$ cat config.mk
export PLATFORM = sky130hd
export DESIGN_NAME = serial_adder_pipe
export DESIGN_NICKNAME = d
export VERILOG_FILES = /design/src/rtl/serial_adder_pkg.sv /design/src/rtl/full_adder_bit.sv /design/src/rtl/serial_adder_pipe.sv
export SDC_FILE = /design/constraint.sdc
export NUM_CORES = 1
export LEC_CHECK = 0
export BUFFER_PORTS_ARGS = -buffer_cell sky130_fd_sc_hd__buf_4
export CORE_ASPECT_RATIO = 1.1
export CORE_MARGIN = 10
export CORE_UTILIZATION = 29
export CTS_BUF_LIST = sky130_fd_sc_hd__clkbuf_8
export CTS_CLUSTER_SIZE = 20
export DETAILED_ROUTE_END_ITERATION = 10
export GPL_TIMING_DRIVEN = 0
export PLACE_DENSITY = 0.6
export SLEW_MARGIN = 15
export SYNTH_ARGS = -nofsm -noshare
export SYNTH_HDL_FRONTEND = slang
export SYNTH_SLANG_ARGS = --single-unit
$ cat constraint.sdc
create_clock -name clk -period 2.7 [get_ports clk]
set_clock_uncertainty 0.05 [all_clocks]
set_input_delay 0.27 -clock clk [delete_from_list [all_inputs] [get_ports clk]]
set_output_delay 0.27 -clock clk [all_outputs]
set_load 0.03 [all_outputs]
$ cat src/rtl/serial_adder_pkg.sv
// Shared types and sizing helpers for the bit-serial adder.
// Optional subtract mode is enabled with the SERIAL_ADDER_SUB_EN macro.
package serial_adder_pkg;

    typedef enum logic [1:0] {
        IDLE = 2'd0,
        RUN  = 2'd1,
        DONE = 2'd2
    } state_t;

    function automatic int calc_steps(input int width, input int bpc);
        return width / bpc;
    endfunction

    // A one-step operation still needs a one-bit counter.
    function automatic int calc_cnt_w(input int steps);
        return (steps > 1) ? $clog2(steps) : 1;
    endfunction

    localparam int CNT_W_DEFAULT = calc_cnt_w(calc_steps(8, 1));

endpackage

$ cat src/rtl/full_adder_bit.sv
// Single-bit combinational full adder cell, chained by the serial adder.
module full_adder_bit (
    input  logic a,
    input  logic b,
    input  logic cin,
    output logic sum,
    output logic cout
);

    assign sum  = a ^ b ^ cin;
    assign cout = (a & b) | (cin & (a ^ b));

endmodule

$ cat src/rtl/serial_adder_pipe.sv
// Multi-cycle adder resolving BITS_PER_CYCLE bits per clock behind valid/ready handshakes.
// Define SERIAL_ADDER_SUB_EN to add the sub input (a - b) and the signed ovf output.
module serial_adder_pipe
    import serial_adder_pkg::*;
#(
    parameter int WIDTH          = 8,
    parameter int BITS_PER_CYCLE = 1
) (
    input  logic             clk,
    input  logic             rst_n,
    input  logic             in_valid,
    output logic             in_ready,
    input  logic [WIDTH-1:0] a,
    input  logic [WIDTH-1:0] b,
    input  logic             cin,
`ifdef SERIAL_ADDER_SUB_EN
    input  logic             sub,
    output logic             ovf,
`endif
    output logic             out_valid,
    input  logic             out_ready,
    output logic [WIDTH-1:0] sum,
    output logic             cout,
    output logic             busy
);

    localparam int STEPS = calc_steps(WIDTH, BITS_PER_CYCLE);
    localparam int CNT_W = calc_cnt_w(STEPS);
    localparam logic [CNT_W-1:0] LAST_STEP = CNT_W'(STEPS - 1);

    state_t                  state, state_nxt;
    logic [WIDTH-1:0]        a_sh, b_sh, sum_sh, sum_sh_nxt;
    logic                    carry;
    logic [CNT_W-1:0]        cnt;
    logic [BITS_PER_CYCLE:0] chain;
    logic [BITS_PER_CYCLE-1:0] slice;
    logic                    accept, last_step;

    assign in_ready  = (state == IDLE);
    assign out_valid = (state == DONE);
    assign busy      = (state != IDLE);
    assign accept    = in_valid && in_ready;
    assign last_step = (state == RUN) && (cnt == LAST_STEP);

    assign chain[0] = carry;

    for (genvar i = 0; i < BITS_PER_CYCLE; i++) begin : g_cell
        full_adder_bit u_fa (
            .a    (a_sh[i]),
            .b    (b_sh[i]),
            .cin  (chain[i]),
            .sum  (slice[i]),
            .cout (chain[i+1])
        );
    end

    // New slice enters at the top so the first (LSB) slice ends at bit 0.
    if (STEPS == 1) begin : g_single
        assign sum_sh_nxt = slice;
    end else begin : g_multi
        assign sum_sh_nxt = {slice, sum_sh[WIDTH-1:BITS_PER_CYCLE]};
    end

    always_ff @(posedge clk or negedge rst_n) begin
        if (!rst_n) begin
            state <= IDLE;
        end else begin
            state <= state_nxt;
        end
    end

    always_comb begin
        state_nxt = state;
        case (state)
            IDLE:    if (accept)    state_nxt = RUN;
            RUN:     if (last_step) state_nxt = DONE;
            DONE:    if (out_ready) state_nxt = IDLE;
            default:                state_nxt = IDLE;
        endcase
    end

    always_ff @(posedge clk or negedge rst_n) begin
        if (!rst_n) begin
            a_sh   <= '0;
            b_sh   <= '0;
            sum_sh <= '0;
            carry  <= 1'b0;
            cnt    <= '0;
            sum    <= '0;
            cout   <= 1'b0;
`ifdef SERIAL_ADDER_SUB_EN
            ovf    <= 1'b0;
`endif
        end else if (accept) begin
            a_sh  <= a;
`ifdef SERIAL_ADDER_SUB_EN
            // Two's-complement subtract: invert b and force the carry-in.
            b_sh  <= sub ? ~b : b;
            carry <= sub ? 1'b1 : cin;
`else
            b_sh  <= b;
            carry <= cin;
`endif
            cnt   <= '0;
        end else if (state == RUN) begin
            a_sh   <= a_sh >> BITS_PER_CYCLE;
            b_sh   <= b_sh >> BITS_PER_CYCLE;
            sum_sh <= sum_sh_nxt;
            carry  <= chain[BITS_PER_CYCLE];
            cnt    <= cnt + 1'b1;
            if (last_step) begin
                sum  <= sum_sh_nxt;
                cout <= chain[BITS_PER_CYCLE];
`ifdef SERIAL_ADDER_SUB_EN
                ovf  <= chain[BITS_PER_CYCLE] ^ chain[BITS_PER_CYCLE-1];
`endif
            end
        end
    end

endmodule

==> reports/qor.csv <==
stage,metric,value,unit
final_layout,fillers,567,
detailed_routing,top_layer_used,met4,
clocking,clock_latency,0.29,ns
place,dpl.hpwl,2800,um
power_and_ir_drop,power.leakage,0.000975,uW
synthesis,post_synth_num_cell_types,24,
clocking,clockBufferDepth,2,
global_route,grt_pass1_wl,6740,um
flow_run,drv_cap,0,
final_layout,finalInstanceArea,0.00209,sq mm
die,core,0.00543,sq mm
power_and_ir_drop,pwr-share-comb,40.6,%
synthesis,syn_avg_cell_area,10.8,sq um
critical_path,crit_chain,"buf_4, inv_2, buf_2, nor2_1, buf_4",
synthesis,synth-seq-area-share,57.8,%
power_and_ir_drop,swShare,37.9,%
detailed_routing,routed_via_density,4.86,
die,io_pins,33,
power_and_ir_drop,power_frac_clock,19.6,%
global_route,grt_max_degree,39,
critical_path,startpoint,state[1]$_DFFE_PN0P_,
critical_path,r2r-start,cnt[0]$_DFFE_PN0P_,
critical_path,path_buf_inv,4,
global_route,grt_pass1_vias,1410,
place,placed_area,0.00197,sq mm
sta,finalWorstSetupSlack,0.914,ns
sta,slew_headroom,68.6,%
critical_path,critPathArrivalTime,1.47,ns
global_route,antenna_found_initial,0,
clocking,cts_sinks,38,
detailed_routing,dr_wl_met3,344,um
critical_path,crit_fanout,10,
power_and_ir_drop,seqPwrFrac,39.8,%
place,routabilityCongestion,0.780,
global_route,grt_overflow,0,
sta,whs,0.109,ns
sta,worst_pin_slew,0.471,ns
sta,fmax,560,MHz
sta,rsz0062_at_grt,false,
final_layout,regArea,951,sq um
final_layout,area_delta_synth_final,27.3,%
hold_path,min_path_type,in -> reg,
critical_path,required,2.38,ns
synthesis,yosys-top-cells-area,"dfrtp_1 (58%), o22ai_1 (10%), mux2_1 (6.2%)",
synthesis,synthCells,152,
clocking,cts_buffers,5,
critical_path,critical-path-max-stage-delay,0.36,ns
critical_path,path_delay_family,buffers and inverters,
synthesis,synth_area,0.00165,sq mm
critical_path,reg2regPathDepth,4,
final_layout,nets,215,
place,pre_cts_slack,1.15,ns
power_and_ir_drop,internal_power,1560,uW
power_and_ir_drop,power_density,1200,mW/mm^2
die,row_count,28,
place,io_buffers,31,
final_layout,insertedDiodeCount,0,
synthesis,synth_top_area_cell,dfrtp_1,
detailed_routing,post_drt_wl_per_cell,14.5,um
global_route,grt_use_total,9.06,%
synthesis,syn_nets,176,
critical_path,cpMostUsedCell,buf_4,
critical_path,cp.depth,5,
die,start_util,30.3,%
final_layout,final_common_cell,dfrtp_1,
sta,hold_violations,0,
synthesis,ys_ff_latch,38,
critical_path,reg2reg_to,sum[7]$_DFFE_PN0P_,
clocking,cts_tree,built,
critical_path,worstSetupPathType,reg -> out,
sta,final-setup-viol-count,0,
die,fp.dieW,91.8,um
final_layout,final_cell_mix,"dfrtp_1 (38), buf_4 (33), o22ai_1 (27)",
final_layout,layout-drive-gt1-share,27.2,%
sta,slew_violations,0,
clocking,h-tree-depth,2,
detailed_routing,drc_errors,0,
synthesis,synth_warnings,0,
critical_path,crit_end,out_valid,
critical_path,reg2reg_slack,1.17,ns
detailed_routing,detailedRoute.firstIterationViolations,50,
sta,setup_tns,0,ns
critical_path,cp-start-kind,flop,
sta,min_period_over_period,66.1,%
final_layout,multi_input_area,629,sq um
synthesis,yosysTopAreaCellShare,57.8,%
final_layout,post-route-util,38.6,%
clocking,cts_root_buf,clkbuf_8,
power_and_ir_drop,p_sw,952,uW
detailed_routing,firstDrtPassIters,5,
detailed_routing,route.met2.wl,1710,um
detailed_routing,num_vias,1294,
detailed_routing,wl,3850,um
critical_path,cp_slowest_cell,dfrtp_1,
detailed_routing,wirelength_met1,1750,um
die,die-area,0.00909,sq mm
outcome,status,completed,
clocking,path_clk_slew,0.08,ns
detailed_routing,detail-route-antenna-nets,0,
die,die_height,99,um
critical_path,worst_setup_path_end_kind,output pin,
sta,min_period,1.79,ns
power_and_ir_drop,ir_worst_vdd,0.000562,V
-- power by group through the flow --
| stage | registers [uW] | logic (uW) | clock network [uW] |
|---|---|---|---|
| 2_1_floorplan | 1090 | 621 | 0 |
| 3_3_place_gp | 1010 | 1020 | 0 |
| 3_5_place_dp | 1010 | 1040 | 0 |
| 4_1_cts | 1000 | 1040 | 503 |
| 5_1_grt | 1040 | 1160 | 527 |
| 6_report | 1000 | 1020 | 493 |
-- worst reg2reg max path, cell delays in order, from the launching register on --
cell	delay (ns)
dfrtp_1	0.40
ha_1	0.21
ha_1	0.20
nand2_2	0.21
mux2_1	0.35
-- cells in the mapped netlist, drive strengths merged --
| master | number |
|---|---|
| dfrtp | 38 |
| o22ai | 27 |
| nand2 | 25 |
| a21oi | 15 |
| buf | 9 |
| mux2 | 9 |
| nor2 | 5 |
| nand2b | 4 |
| o21ai | 4 |
| inv | 3 |
| a22o | 2 |
| ha | 2 |
| nor2b | 2 |
| a2bb2oi | 1 |
| clkbuf | 1 |
| fa | 1 |
| nand3b | 1 |
| o221a | 1 |
| o31ai | 1 |
| or2 | 1 |
-- per-layer routing --
metal | track usage [%] | vias to the layer above
li1 | - | 623
met1 | 11.6 | 624
met2 | 12.9 | 41
met3 | 4.17 | 6
met4 | 3.56 | 0
met5 | 0 | -
-- how the worst min path moves through the flow --
| stage | startpoint | endpoint | slack (ns) | cells after the start |
|---|---|---|---|---|
| floorplan | rst_n | a_sh[0]$_DFFE_PN0P_ | -0.08 | 0 |
| global placement | rst_n | sum[0]$_DFFE_PN0P_ | 0.22 | 1 |
| detailed placement | rst_n | sum[1]$_DFFE_PN0P_ | 0.22 | 1 |
| CTS | out_ready | state[1]$_DFFE_PN0P_ | 0.11 | 2 |
| global route | out_ready | state[1]$_DFFE_PN0P_ | 0.11 | 2 |
| finish | out_ready | state[1]$_DFFE_PN0P_ | 0.11 | 2 |
-- timing repair --
action,in CTS,in global routing
resized for setup,0,0
hold endpoints to repair,38,0
hold buffers,1,0
buffers inserted,0,0
-- registers in the layout, summed over array words and instances, names as in the netlist --
name    cells
a_sh        8
b_sh        8
sum         8
sum_sh      7
cnt         3
state       2
carry       1
cout        1
-- kinds of logic after synthesis --
kind of cell | count (synthesis) | synth area share [%]
AND/OR/NAND/NOR | 38 | 10.6
multiplexers | 9 | 6.16
AO/OA/AOI/OAI | 51 | 18.8
adder cells (fa/ha/maj) | 3 | 2.74
flip-flops | 38 | 57.8
buffers and inverters | 13 | 3.95
-- metrics by stage --
stage               total power [uW]  std cells
finish                          2510        266
global route                    2730        266
CTS                             2540        266
detailed placement              2050        258
global placement                2020        258
floorplan                       1710        152
-- cell type report --
cell class | count | share of cell area [%]
multi-input cells | 101 | 30.0
clock buffers | 6 | 3.94
well taps | 75 | 4.48
flip-flops and latches | 38 | 45.4
clock inverters | 1 | 1.43
plain buffers | 10 | 2.57
inverters | 3 | 0.538
repair buffers | 32 | 11.6
Note: power is estimated with default switching activity, not from simulation.
